$ cat src/rtl/riscv_pkg.sv
// Shared RV32 constants and types used by the fetch and decode stages.
package riscv_pkg;

    localparam int unsigned XLEN = 32;
    localparam logic [XLEN-1:0] INSTR_NOP = 32'h0000_0013;
    localparam logic [XLEN-1:0] DEFAULT_RESET_PC = 32'h0000_0000;

    typedef logic [XLEN-1:0] instr_t;

    typedef struct packed {
        instr_t          instr;
        logic [XLEN-1:0] pc;
    } fetch_entry_t;

    localparam int unsigned FETCH_ENTRY_W = $bits(fetch_entry_t);

endpackage

$ cat src/rtl/fetch_fifo.sv
// Circular-buffer FIFO for fetched {instruction, pc} pairs; flush empties it in one cycle.
module fetch_fifo #(
    parameter int unsigned DEPTH = 2,
    parameter int unsigned WIDTH = 64
) (
    input  logic                     clk,
    input  logic                     rst,
    input  logic                     push,
    input  logic [WIDTH-1:0]         push_data,
    input  logic                     pop,
    input  logic                     flush,
    output logic [WIDTH-1:0]         pop_data,
    output logic [$clog2(DEPTH):0]   count,
    output logic                     empty,
    output logic                     full
);

    localparam int unsigned AW = $clog2(DEPTH);
    localparam int unsigned CW = AW + 1;

    logic [WIDTH-1:0] mem [DEPTH];
    logic [AW-1:0]    wr_ptr;
    logic [AW-1:0]    rd_ptr;
    logic             do_push;
    logic             do_pop;

    assign empty    = (count == '0);
    assign full     = (count == CW'(DEPTH));
    assign do_pop   = pop && !empty;
    // A push into a full FIFO is accepted only when the head leaves in the same cycle.
    assign do_push  = push && (!full || do_pop);
    assign pop_data = mem[rd_ptr];

    always_ff @(posedge clk or posedge rst) begin
        if (rst) begin
            wr_ptr <= '0;
            rd_ptr <= '0;
            count  <= '0;
        end else if (flush) begin
            wr_ptr <= '0;
            rd_ptr <= '0;
            count  <= '0;
        end else begin
            if (do_push) wr_ptr <= wr_ptr + AW'(1);
            if (do_pop)  rd_ptr <= rd_ptr + AW'(1);
            count <= count + CW'(do_push) - CW'(do_pop);
        end
    end

    always_ff @(posedge clk) begin
        if (do_push && !flush) mem[wr_ptr] <= push_data;
    end

endmodule

$ cat src/rtl/fetch_unit.sv
// Instruction fetch stage: credit-limited in-order memory requests, response buffering, redirect/flush.
module fetch_unit
    import riscv_pkg::*;
#(
    parameter logic [XLEN-1:0] RESET_PC = DEFAULT_RESET_PC,
    parameter int unsigned     DEPTH    = 2
) (
    input  logic            clk,
    input  logic            rst,
    output logic            imem_req_valid,
    input  logic            imem_req_ready,
    output logic [XLEN-1:0] imem_req_addr,
    input  logic            imem_rsp_valid,
    input  logic [XLEN-1:0] imem_rsp_data,
    input  logic            redirect_valid,
    input  logic [XLEN-1:0] redirect_pc,
    output logic            id_valid,
    input  logic            id_ready,
    output logic [XLEN-1:0] id_instruction,
    output logic [XLEN-1:0] id_pc
);

    localparam int unsigned CW = $clog2(DEPTH) + 1;

    logic [XLEN-1:0] pc;
    logic [XLEN-1:0] rsp_pc;
    logic [XLEN-1:0] target;
    logic [CW-1:0]   outstanding;
    logic [CW-1:0]   drop_cnt;
    logic [CW-1:0]   fifo_count;
    logic [CW:0]     in_use;
    logic            accept;
    logic            push;
    logic            pop;
    logic            fifo_empty;
    logic            fifo_full;
    fetch_entry_t    push_entry;
    fetch_entry_t    head_entry;

    assign target         = redirect_pc & ~XLEN'(3);
    assign in_use         = {1'b0, outstanding} + {1'b0, fifo_count};
    assign imem_req_valid = !rst && !redirect_valid && (in_use < (CW+1)'(DEPTH));
    assign imem_req_addr  = pc;
    assign accept         = imem_req_valid && imem_req_ready;
    assign push           = imem_rsp_valid && !redirect_valid && (drop_cnt == '0);
    assign pop            = id_valid && id_ready;
    assign push_entry     = '{instr: imem_rsp_data, pc: rsp_pc};

    assign id_valid       = !fifo_empty;
    assign id_instruction = fifo_empty ? INSTR_NOP : head_entry.instr;
    assign id_pc          = fifo_empty ? '0 : head_entry.pc;

    // rsp_pc is the PC of the next kept response: requests are sequential between
    // redirects, so a counter reloaded on redirect replaces a per-request tag queue.
    always_ff @(posedge clk or posedge rst) begin
        if (rst) begin
            pc          <= RESET_PC;
            rsp_pc      <= RESET_PC;
            outstanding <= '0;
            drop_cnt    <= '0;
        end else begin
            outstanding <= outstanding + CW'(accept) - CW'(imem_rsp_valid);
            if (redirect_valid) begin
                pc       <= target;
                rsp_pc   <= target;
                drop_cnt <= outstanding - CW'(imem_rsp_valid);
            end else begin
                if (accept) pc <= pc + XLEN'(4);
                if (imem_rsp_valid) begin
                    if (drop_cnt != '0) drop_cnt <= drop_cnt - CW'(1);
                    else                rsp_pc   <= rsp_pc + XLEN'(4);
                end
            end
        end
    end

    fetch_fifo #(
        .DEPTH (DEPTH),
        .WIDTH (FETCH_ENTRY_W)
    ) u_fifo (
        .clk       (clk),
        .rst       (rst),
        .push      (push),
        .push_data (push_entry),
        .pop       (pop),
        .flush     (redirect_valid),
        .pop_data  (head_entry),
        .count     (fifo_count),
        .empty     (fifo_empty),
        .full      (fifo_full)
    );

    overflow_a: assert property (@(posedge clk) disable iff (rst) !(push && fifo_full && !pop));

endmodule

$ cat config.mk
export PLATFORM = sky130hd
export DESIGN_NAME = fetch_unit
export DESIGN_NICKNAME = d
export VERILOG_FILES = /design/src/rtl/riscv_pkg.sv /design/src/rtl/fetch_fifo.sv /design/src/rtl/fetch_unit.sv
export SDC_FILE = /design/constraint.sdc
export NUM_CORES = 1
export LEC_CHECK = 0
export CAP_MARGIN = 20
export CORE_UTILIZATION = 35
export CTS_BUF_LIST = sky130_fd_sc_hd__clkbuf_4 sky130_fd_sc_hd__clkbuf_8 sky130_fd_sc_hd__clkbuf_16
export DETAILED_ROUTE_END_ITERATION = 8
export PLACE_DENSITY = 0.69
export SYNTH_ARGS = -nofsm -noshare
export SYNTH_HDL_FRONTEND = slang
export SYNTH_HIERARCHICAL = 1
export SYNTH_SLANG_ARGS = --single-unit
export TNS_END_PERCENT = 100
$ cat constraint.sdc
create_clock -name clk -period 5.81 [get_ports clk]
set_input_delay 0.581 -clock clk [delete_from_list [all_inputs] [get_ports clk]]
set_output_delay 0.581 -clock clk [all_outputs]
set_load 0.02 [all_outputs]
# Yosys cells after proc, flatten, opt, wreduce, memory -nomap -nowiden
# Memories as Yosys holds them, arrays and structs flattened.
# Cells that the tools add are included.
# op_classes
n_addsub,11
n_lt_le_gt_ge,1
n_eq_ne,2
muxes,17
n_reduce_logical,24
# ops
op,count
$mux 32,7
$add 32x3->32 const B,2
$reduce_bool 2->1,6
$logic_and 1x1->1,9
$mux 2,4
$mux 1,6
$sub 2x1->2,3
$add 2x1->2,2
$logic_not 1->1,4
$logic_not 2->1,2
$reduce_and 2->1,2
$add 2x2->3,1
$lt 3x2->1 const B,1
$add 1x1->1 const B,2
$eq 2x2->1 const B,1
$ne 2x2->1 const B,1
$sub 2x1->2 const B,1
$logic_or 1x1->1,1
# totals
ff_bits,72
ramBits,128
out_inout_bits,98
n_memories,1
# mem_list
memory,depth,width,read_ports,rd_ports_with_merged_regs,write_ports,line,source
u_fifo.mem,2,64,1,0,1,fetch_fifo.sv:21,logic [WIDTH-1:0] mem [DEPTH];

# Depth between registers and ports, before layout
# logic_depth
depth_word,9
depth_mapped,12
mapped_depth_nobuf,10

# Hierarchy
# Netlist, hierarchy kept.
# modules_own_cells
module,instances,cells_per_inst,area_each_um2,seq_area_each_um2
fetch_fifo,1,229,4887.2,3943.8
fetch_unit,1,489,4120.2,1601.5

# Least setup slack after synthesis
# Ideal clock, no wire load.
# synth_timing
path_kind,input to register
startpoint,input redirect_valid
endpoint,memory u_fifo.mem[1][0] (enable)
arrival_ns,6.044
required_ns,5.231
slack_ns,-0.813
cell_stages,5
path_buffers,2
cell_sequence,clkbuf_1 > clkbuf_1 > nor2_1 > o21ai_2 > nor3b_1
# synth_via
elab_chain_len,7
# synth_lines
element,line,source
start: declaration,fetch_unit.sv:15,"input logic redirect_valid,"
$logic_not 1->1,fetch_unit.sv:45,assign push = imem_rsp_valid && !redirect_valid && (drop_cnt == '0);
$logic_and 1x1->1 (2 in series),fetch_unit.sv:45,
net push,fetch_unit.sv:33,logic push;
$logic_and 1x1->1,fetch_fifo.sv:31,assign do_push = push && (!full || do_pop);
$logic_and 1x1->1,fetch_fifo.sv:51,if (do_push && !flush) mem[wr_ptr] <= push_data;
$mux 1,fetch_fifo.sv:51,
$mux 1 (not written as such),fetch_fifo.sv:51,
end: declaration,fetch_fifo.sv:21,
# The timed path passes the listed nets, and every way through them passes these cells.

# Worst setup path in the final report
# layout_timing
startpoint,register u_fifo.count[0]
endpoint,register outstanding[1]
# layout_via
elab_chain_len,6
# layout_lines
element,line,source
start: declaration,fetch_fifo.sv:13,"output logic [$clog2(DEPTH):0] count,"
start signal: assignment,fetch_fifo.sv:46,count <= count + CW'(do_push) - CW'(do_pop);
$add 2x2->3,fetch_unit.sv:41,"assign in_use = {1'b0, outstanding} + {1'b0, fifo_count};"
$lt 3x2->1,fetch_unit.sv:42,assign imem_req_valid = !rst && !redirect_valid && (in_use < (CW+1)'(DEPTH));
$logic_and 1x1->1,fetch_unit.sv:42,
$logic_and 1x1->1,fetch_unit.sv:44,assign accept = imem_req_valid && imem_req_ready;
$add 2x1->2,fetch_unit.sv:62,outstanding <= outstanding + CW'(accept) - CW'(imem_rsp_valid);
$sub 2x1->2,fetch_unit.sv:62,
end signal: assignment,fetch_unit.sv:62,
end: declaration,fetch_unit.sv:28,logic [CW-1:0] outstanding;
# Every way passes these cells.
# A chain may end at the register's enable or synchronous reset.

==> flow_results.org <==
** Outcome
- Status :: finished clean

** Detailed routing
- In the final routed layout, each cell accounts on average for 16.58 um.
- Detailed Route Iter0 Violations :: 366
- DRC :: 0
- Residual antenna-violating net count after detailed routing :: 0
- Via count :: 6,141
- Using the TritonRoute via totals, the vias-per-cell ratio works out to roughly 5.
- Summed over all layers, the routed wires come to between 20 and 25 mm.
- The pre-antenna-repair detailed-routing pass consisted of 4 iterations.

** Floorplan
- The initialized floorplan defines 58 standard-cell rows.
- Initial standard-cell utilization of the core :: approximately 36%
- Vertical die dimension :: around 160 um
- Area of the core :: around 25,000 um^2
- Area of the die :: between 20,000 and 30,000 um^2
- Io pins :: approximately 170
- The die is about 160 um wide.

** Global routing
- Tot GR Track Use :: approximately 16%
- After global routing the overflow that remains totals 0.
- The number of antenna violations at the first check in global routing was 0.
- The first global-routing pass estimated about 32 mm of wire.
- Via count of the first global-routing pass :: about 5,900
- Entering global routing, the biggest net connects 73 pins.

** Setup path
- Broken down by cell family, the worst path's largest delay share belongs to adder cells.
- Worst Path Required :: ~6.2 ns
- Kind of critical path :: reg -> reg
- Cells on worst reg2reg path :: 10
- In this run the critical register-to-register path is captured at outstanding[1].
- The slowest stage of the critical path belongs to the cell sky130_fd_sc_hd__nor4_4.
- STA classifies the critical path startpoint as a flop.
- Counting buffers and inverters, the worst setup path is 10 cells deep.
- In this run the worst setup path terminates at outstanding[1].
- The number of buffers and inverters on the critical path is 2.
- Critical R2R Launch :: u_fifo/count[0]
- Crit-path cells :: and2_1 -> fa_1 -> nor4_4 -> and2_1 -> inv_1 -> ha_1 -> inv_1 -> ha_1 -> xnor2_1 -> xnor2_1
- Setup slack on the worst reg-to-reg path comes out at 2.28 ns.
- Delay of the slowest critical-path stage :: around 0.62 ns
- Beginning of the critical path :: u_fifo/count[0]
- Critical path data arrival time :: between 3 and 4 ns
- STA classifies the critical path endpoint as a flop.
- In this run the worst path has a maximum fanout of 31.

** Synth
- Combined area of all synthesized cells :: about 9000 um^2
- Synthesis produced 717 cells.
- The Yosys step of the flow raised 6 warnings.
- Each instance of the synthesized netlist takes up on average about 13 um^2.

** Power and ir drop
- Pwr/cell area :: around 280 nW/um^2
- The clock network is responsible for approximately 36% of the overall power.
- The internal power of the cells totals 2409 uW.
- Sequential cells burn a little over 50% of the power.
- Peak ir drop on the vdd network :: approximately 0.18 mV
- Share of total power in combinational logic :: about an eighth
- For this design the total switching power over the nets is 866.1 uW.
- Net switching is between 20% and 30% of the power.
- For this design the static power due to leakage is about 0.0041 uW.

** Placed design
- Detailed-placement wirelength estimate :: 13.77 mm
- Port Buffers :: between 150 and 200
- Placed Area :: about 11,000 um^2
- Gp weighted congestion :: 0.8085

** Timing
- Setup TNS Final :: 0 ns
- The final-report max-slew violation count was 0.
- After layout, the worst path uses approximately 61% of the clock period.
- After layout, the minimum clock period comes to roughly 3.5 ns.
- Final number of setup-violating endpoints :: 0
- Max Freq :: between 200 and 300 MHz
- Clock skew on the completed layout was measured at approximately 0.015 ns.
- Actual slew at the worst max-slew pin :: approximately 0.99 ns
- The count of final hold-check violations was 0.
- Setup repair after global routing left no endpoint under its margin.
- Measured against its own limit, the worst slew margin works out to 34.24%.

** Cells and area
- Total inserted antenna cells :: 0
- Layout Area Growth over Synthesis :: 29.16%
- With fillers left out, the area of the finished cells amounts to roughly 12,000 um^2.
- After the last flow step, the layout net total stands at 960.
- In the final layout, the share of cells above drive strength 1 is under 10%.

** Clock network
- For the worst-skew pair, the clock arrives at the later sink with an insertion delay of about 0.44 ns.
- CTS placed an instance of sky130_fd_sc_hd__clkbuf_16 at the clock tree root.
- Buffers inserted to repair hold after CTS numbered 0.
- TritonCTS built the clock tree.
- Number of H-tree levels :: 4
- Num CTS Buffers :: 17
- Clock-pin slew of the registers on the worst-case setup and hold paths :: 0.08 ns
- The clock passes through at most 2 buffers.
- Clock Sink Count :: 196
- Count of instances resized after the clock tree is built :: 0
- In this run the post-CTS setup repair buffer count came out at 0.

** Worst hold path
- Class of the tightest hold or removal check :: in -> async

** Job
- The tool flagged a number of max-cap violations equal to 0.
how the worst min path moves through the flow:
stage	start	endpoint	slack, ns	cells after the start
after global routing	rst	u_fifo/rd_ptr	0.49	2
after CTS	rst	u_fifo/rd_ptr	0.46	2
final	rst	u_fifo/rd_ptr	0.47	2
after detailed placement	rsp_pc[18]	u_fifo/mem[1][18]	0.46	0
after global placement	rsp_pc[18]	u_fifo/mem[0][18]	0.45	0
after floorplan	rst	u_fifo/count[0]	0.35	1
power groups by stage:
stage	logic, uW	registers, uW	clock network [uW]
floorplan	219	1720	0
global placement	412	1710	0
detailed placement	421	1710	0
CTS	424	1680	1200
global route	465	1700	1260
finish	418	1680	1170
cells in the final DEF (no fill, tap or decap), types with 4 or more instances in the layout:
master                              n
sky130_fd_sc_hd__clkdlybuf4s50_1  162
sky130_fd_sc_hd__edfxtp_1         128
sky130_fd_sc_hd__dfrtp_1           67
sky130_fd_sc_hd__nand2_1           65
sky130_fd_sc_hd__nor2b_1           65
sky130_fd_sc_hd__mux2_1            51
sky130_fd_sc_hd__o21ai_0           44
sky130_fd_sc_hd__nand3_1           40
sky130_fd_sc_hd__nor2_1            30
sky130_fd_sc_hd__xor2_1            22
sky130_fd_sc_hd__nand4_1           17
sky130_fd_sc_hd__clkbuf_16         17
sky130_fd_sc_hd__inv_1             16
sky130_fd_sc_hd__mux2_2            14
sky130_fd_sc_hd__xnor2_1           13
sky130_fd_sc_hd__o211ai_1          12
sky130_fd_sc_hd__and3_1            10
sky130_fd_sc_hd__o311ai_0           9
sky130_fd_sc_hd__buf_4              9
sky130_fd_sc_hd__ha_1               7
sky130_fd_sc_hd__a21oi_1            6
sky130_fd_sc_hd__conb_1             6
sky130_fd_sc_hd__nor3_1             5
sky130_fd_sc_hd__inv_8              5
sky130_fd_sc_hd__or4_1              4
sky130_fd_sc_hd__nand2b_1           4
sky130_fd_sc_hd__and2_1             4
sky130_fd_sc_hd__or2_2              4
metal layers:
layer | share of wire [%] | up-vias | global-route usage [%]
met4 | 1.5 | 0 | 5.703
li1 | - | 2924 | -
met3 | 6.3 | 19 | 3.489
met2 | 45 | 209 | 23.45
met1 | 47 | 2989 | 23.00
met5 | 0 | - | 0
area by class of cell:
type	instances	area (um^2)
fillers	2279	13550
flip-flops and latches	196	5547
multi-input cells	475	3271
repair buffers	175	1737
clock buffers	18	432.9
well taps	330	412.9
clock inverters	14	165.2
inverters	17	63.81
state kept, by name, indices dropped and copies added (netlist names):
signal         flops
drop_cnt           2
imem_req_addr     30
outstanding        2
rsp_pc            30
u_fifo/count       2
u_fifo/mem       128
u_fifo/rd_ptr      1
u_fifo/wr_ptr      1
per-stage QoR:
step	total power [uW]	util (%)	cells	hold WS (ns)	worst slack, ns
after floorplan	1937	-	722	0.3471	1.457
final	3275	46.18	1225	0.4729	2.281
after CTS	3312	46.01	1222	0.4591	1.987
after detailed placement	2134	43.64	1190	0.4634	2.135
after global routing	3428	46.18	1225	0.4913	2.139
after global placement	2121	43.64	1190	0.4512	2.153
(Power assumes the default switching activity.)
